File: src/rtl/bloque_pkg.sv
// ---------------------------------------------------------------------------
// bloque_pkg
// Shared definitions for the HEVC 4-point forward integer DCT block:
//   - default sample/coefficient widths (WIDTH_Y must equal WIDTH_X + 8)
//   - DCT basis constants C64, C83, C36
//   - shift_add_mul: constant multiply built from shifts and adds only
// ---------------------------------------------------------------------------
package bloque_pkg;

    localparam int unsigned WIDTH_X_DEF = 9;
    localparam int unsigned WIDTH_Y_DEF = 17;

    localparam logic [7:0] C64 = 8'd64;
    localparam logic [7:0] C83 = 8'd83;
    localparam logic [7:0] C36 = 8'd36;

    // Multiply a signed operand by an 8-bit constant. With k constant at the
    // call site only the set bits survive elaboration, leaving a pure
    // shift-and-add tree (64 -> one shift, 83 -> 4 terms, 36 -> 2 terms).
    function automatic logic signed [31:0] shift_add_mul(
        input logic signed [31:0] a,
        input logic        [7:0]  k
    );
        logic signed [31:0] acc;
        acc = '0;
        for (int unsigned i = 0; i < 8; i++) begin
            if (k[i]) begin
                acc = acc + (a <<< i);
            end
        end
        return acc;
    endfunction

endpackage

File: src/rtl/bloque_dct4_butterfly.sv
// ---------------------------------------------------------------------------
// dct4_butterfly
// Purely combinational even/odd butterfly of the HEVC 4-point forward DCT.
//   x0..x3 : signed WIDTH_X residual samples
//   y0..y3 : signed WIDTH_Y coefficients (no rounding, no shift)
// Inputs are sign-extended to 32 bits before any arithmetic, so no
// intermediate can overflow; for 9-bit inputs every result fits 17 bits.
// ---------------------------------------------------------------------------
module dct4_butterfly
    import bloque_pkg::*;
#(
    parameter int unsigned WIDTH_X = WIDTH_X_DEF,
    parameter int unsigned WIDTH_Y = WIDTH_Y_DEF
) (
    input  logic signed [WIDTH_X-1:0] x0,
    input  logic signed [WIDTH_X-1:0] x1,
    input  logic signed [WIDTH_X-1:0] x2,
    input  logic signed [WIDTH_X-1:0] x3,
    output logic signed [WIDTH_Y-1:0] y0,
    output logic signed [WIDTH_Y-1:0] y1,
    output logic signed [WIDTH_Y-1:0] y2,
    output logic signed [WIDTH_Y-1:0] y3
);

    logic signed [31:0] xe0, xe1, xe2, xe3;
    logic signed [31:0] e0, e1, o0, o1;
    logic signed [31:0] r0, r1, r2, r3;

    always_comb begin
        xe0 = 32'(x0);
        xe1 = 32'(x1);
        xe2 = 32'(x2);
        xe3 = 32'(x3);

        e0 = xe0 + xe3;
        e1 = xe1 + xe2;
        o0 = xe0 - xe3;
        o1 = xe1 - xe2;

        r0 = shift_add_mul(e0 + e1, C64);
        r2 = shift_add_mul(e0 - e1, C64);
        r1 = shift_add_mul(o0, C83) + shift_add_mul(o1, C36);
        r3 = shift_add_mul(o0, C36) - shift_add_mul(o1, C83);
    end

    assign y0 = r0[WIDTH_Y-1:0];
    assign y1 = r1[WIDTH_Y-1:0];
    assign y2 = r2[WIDTH_Y-1:0];
    assign y3 = r3[WIDTH_Y-1:0];

endmodule

File: src/rtl/bloque.sv
// ---------------------------------------------------------------------------
// bloque
// HEVC 4-point forward integer DCT with a one-clock, load-enabled output
// register stage around the combinational dct4_butterfly.
//   clk    : rising-edge clock
//   rst    : asynchronous active-high reset, clears y0..y3
//   load   : capture a new transform result on this edge
//   x0..x3 : signed WIDTH_X residual samples of one row
//   y0..y3 : registered signed WIDTH_Y coefficients (hold while load=0)
// WIDTH_Y is expected to be WIDTH_X + 8.
// ---------------------------------------------------------------------------
module bloque
    import bloque_pkg::*;
#(
    parameter int unsigned WIDTH_X = WIDTH_X_DEF,
    parameter int unsigned WIDTH_Y = WIDTH_Y_DEF
) (
    input  logic                      clk,
    input  logic                      rst,
    input  logic                      load,
    input  logic signed [WIDTH_X-1:0] x0,
    input  logic signed [WIDTH_X-1:0] x1,
    input  logic signed [WIDTH_X-1:0] x2,
    input  logic signed [WIDTH_X-1:0] x3,
    output logic signed [WIDTH_Y-1:0] y0,
    output logic signed [WIDTH_Y-1:0] y1,
    output logic signed [WIDTH_Y-1:0] y2,
    output logic signed [WIDTH_Y-1:0] y3
);

    logic signed [WIDTH_Y-1:0] c0, c1, c2, c3;
    logic signed [WIDTH_Y-1:0] y0_d, y1_d, y2_d, y3_d;
    logic signed [WIDTH_Y-1:0] y0_q, y1_q, y2_q, y3_q;

    dct4_butterfly #(
        .WIDTH_X (WIDTH_X),
        .WIDTH_Y (WIDTH_Y)
    ) u_butterfly (
        .x0 (x0),
        .x1 (x1),
        .x2 (x2),
        .x3 (x3),
        .y0 (c0),
        .y1 (c1),
        .y2 (c2),
        .y3 (c3)
    );

    always_comb begin
        y0_d = y0_q;
        y1_d = y1_q;
        y2_d = y2_q;
        y3_d = y3_q;
        if (load) begin
            y0_d = c0;
            y1_d = c1;
            y2_d = c2;
            y3_d = c3;
        end
    end

    always_ff @(posedge clk or posedge rst) begin
        if (rst) begin
            y0_q <= '0;
            y1_q <= '0;
            y2_q <= '0;
            y3_q <= '0;
        end else begin
            y0_q <= y0_d;
            y1_q <= y1_d;
            y2_q <= y2_d;
            y3_q <= y3_d;
        end
    end

    assign y0 = y0_q;
    assign y1 = y1_q;
    assign y2 = y2_q;
    assign y3 = y3_q;

endmodule

File: config.mk
export PLATFORM = sky130hd
export DESIGN_NAME = bloque
export DESIGN_NICKNAME = d
export VERILOG_FILES = /design/src/rtl/bloque_pkg.sv /design/src/rtl/bloque_dct4_butterfly.sv /design/src/rtl/bloque.sv
export SDC_FILE = /design/constraint.sdc
export NUM_CORES = 1
export LEC_CHECK = 0
export ABC_AREA = 1
export CAP_MARGIN = 20
export CORE_ASPECT_RATIO = 0.7
export CORE_MARGIN = 2
export CORE_UTILIZATION = 40
export CTS_CLUSTER_SIZE = 12
export DETAILED_ROUTE_END_ITERATION = 10
export DONT_BUFFER_PORTS = 1
export PLACE_DENSITY_LB_ADDON = 0.3
export SYNTH_ARGS = -nofsm -noshare
export SYNTH_HDL_FRONTEND = slang
export SYNTH_SLANG_ARGS = --single-unit
File: constraint.sdc
create_clock -name clk -period 2.4 [get_ports clk]
set_input_delay 0.48 -clock clk [delete_from_list [all_inputs] [get_ports clk]]
set_output_delay 0.48 -clock clk [all_outputs]
set_load 0.05 [all_outputs]
==> summary.txt <==
Status - finished with violations
Failing checks - setup timing
Number of H-tree levels - 2
Tcrit/Tclk final - 1.951
Vias/cell - 5.073
Crit-path max FO - 4
Depth of the worst register-to-register path - 2
Slowest stage cell, crit path - fa_1
Simple-Gate Fraction of Synth Area - 0.2050
Post-synth ARST share - 1.000
Hold Fails Final Rpt - 0
Die H - 123.7 um
Crit path launch type - input pin
Least-Margin Pin Slew - 0.5828 ns
Synth Area in Compound Gates - 0.1417
Die X - 175.0 um
Root Buffer Master - clkbuf_16
Buf+Inv Stages, Crit Path - 7
Fill cells - 1,421
WP depth - 25
Area Overhead vs Synth - 68.87%
Non-Filler Instances - 1,713
Critical path's top delay family - adder cells
Detailed Routing Iterations Pass 1 - 7
Final Critical Period - 4.682 ns
Core Rows - 43
Worst setup margin - -2.282 ns
CTS Buf Count - 5
IO Pins - 107
Synthesized area per cell - 7.314 um^2
Initial core utilization - 0.4104
CP dominant cell by count - fa_1
GR Util All Layers - 0.2495
Seq/Total Area, Yosys - 0.1680
Portion of netlist area occupied by mux cells - 0
XOR/XNOR Fraction of Synth Area - 0.06598
Hold Crit Depth - 1
Synth warn - 0
GRT overflow - 0
Adder-cell share of the synthesized area - 0.3033
Placed cell count - 1,658
Dominant synthesized flop cell - dfrtp_1
Synth top area share - 0.1909
DRT iter0 DRCs - 520
Number of enable flip-flop cells after synthesis - 0
# port buffers - 0
Ranking of synthesized cells by area - ha_1 (19%), dfrtp_1 (17%), fa_1 (11%)
Multi-input gate area - 0.008220 mm^2
Largest family of logic cells by synthesized area - adder cells
Max_cap viols - 0
Core area - 0.01996 mm^2
Kind of critical path - input pin to register
F_max - 213.6 MHz
Initial antenna violation count - 0
CTS tree - built
Final nets - 1,652
Drt total wl - 29,990 um
HP Class - input pin to register
Syn Std Cell Area - 0.008192 mm^2
Largest net degree at the start of global routing - 48
Routed wire per std cell - 17.51 um
CTS max path bufs - 2
Die ar. - 0.02166 mm^2
Sink Count - 55
Antenna Nets Post-Route - 0
Slew Viols, Final - 0
Netlist cell types - 45
RSZ-0062 raised after global routing - yes
Setup Viol. Count Final - 43
Clk slew on worst S/H paths - 0.07 ns
Clk_lat worst skew - 0.30 ns
Dpl hpwl - 21,510 um
Synth Instances - 1,120
Synth area leader - ha_1
DRC viols - 0
Required @ worst endpoint - 2.55 ns
Number of inserted diodes - 0
Number of synthesized register bits - 55
Storage cell area - 0.001376 mm^2
Share of layout cells above drive strength 1 - 0.5087
Vias in the first global route - 8,266
Critical Path End Type - register
Via count - 8,690
CP arrival - 4.83 ns
Routability Congestion - 0.9101
First-pass GRT wire length - 42,750 um
Post-place setup slack - -2.710 ns
Slew HR - 0.6114
Clk_skew - 0 ns
Max incr delay on CP - 0.52 ns
==> synthesized netlist by cell type, types with 2 or more instances <==
cell       count
nand2_2       14
inv_1        197
a221oi_1       2
a31oi_1       17
buf_4         13
o2111ai_1      2
ha_1         125
nor3_1         9
inv_2         10
buf_1          4
clkbuf_1      11
nor4_1         3
a21oi_1       79
fa_1          46
o21ai_0       60
xor2_2         2
nand3b_1       2
or2_2          9
o31ai_1        4
o21ai_1        4
nor2_1        58
nand2_1      227
o211ai_1       2
a211oi_1       2
xnor2_1       14
nand4_1        9
dfrtp_1       55
nand3_1       53
o21bai_1      18
o21a_1         3
a21o_1         3
xor2_1        44
or2_1          5
buf_2          3
==> state kept, by name (all words and copies together) (netlist names) <==
signal	cells
y1	17
y2	11
y0	10
y3	17
==> metal layers <==
metal / GRT usage / part of all wire / wire length [um] / up-vias
met3: 0.04884 / 0.082 / 2458 / 47
met2: 0.3950 / 0.45 / 13500 / 299
met5: 0 / 0 / 0 / -
li1: - / - / - / 4199
met4: 0.02604 / 0.017 / 496 / 0
met1: 0.3647 / 0.45 / 13540 / 4145
==> area by class of cell <==
cell class                      count  share of cell area
Clock buffer                        6            0.009316
Clock inverter                      2            0.004342
Inverter                          207             0.06485
Multi-Input combinational cell    838              0.5942
Sequential cell                    55             0.09949
Tap cell                          270             0.02442
Timing Repair Buffer              335              0.2033
==> metrics by stage <==
step | cell area (um^2) | setup TNS, ns | hold WS (ns) | utilization
3_3_place_gp | 11680 | -67.98 | 0.3084 | 0.5852
2_1_floorplan | 9326 | -51.68 | 0.7323 | -
6_report | 13830 | -52.81 | 0.3007 | 0.6930
4_1_cts | 12950 | -49.88 | 0.2877 | 0.6489
3_5_place_dp | 11680 | -69.66 | 0.3041 | 0.5852
5_1_grt | 13830 | -59.40 | 0.2954 | 0.6930
==> kinds of logic (layout without fill, tap and decap cells) <==
logic type / count (synthesis) / in the layout
AND/OR/NAND/NOR: 393 / 393
XOR/XNOR: 60 / 60
adder cells (fa/ha/maj): 171 / 171
flip-flops: 55 / 55
other: 1 / 12
buffers and inverters: 238 / 550
AO/OA/AOI/OAI: 202 / 202
==> cell usage in the layout (no fill, tap or decap), types with 12 or more instances in the layout <==
cell type,n
o21ai_1,28
dfrtp_1,55
xor2_2,15
nand2_1,178
fa_1,35
ha_1,58
nand3_1,36
a21oi_2,36
nand2_4,21
inv_2,52
a31oi_1,13
inv_1,135
buf_4,270
buf_6,56
o21bai_1,14
nand3_2,14
o21ai_0,15
a21oi_1,24
nor2_1,44
o21ai_2,17
conb_1,12
xor2_1,24
ha_4,64
nand2_2,42
a21oi_4,19
==> worst paths after layout <==
path	to	slack, ns	start
setup / recovery	y3[15]	-2.28	x1[0]
hold / removal	y3[13]	0.30	load
setup reg to reg	y2[15]	1.29	y2[15]
hold reg to reg	y1[2]	0.78	y1[2]
max in group asynchronous	y3[13]	1.31	rst
min in group asynchronous	y0[15]	0.55	rst
==> what timing repair did <==
action,in CTS,in global routing
pin swaps,153,138
endpoints found under the setup margin,43,44
endpoints found under the hold margin,8,0
gates resized for setup,189,172
gates cloned,0,0
setup buffers,42,26
hold buffers,1,0
Power is left out: the tool's default activity adds up to more than one toggle a clock period on the data nets, which glitch-free logic cannot reach.
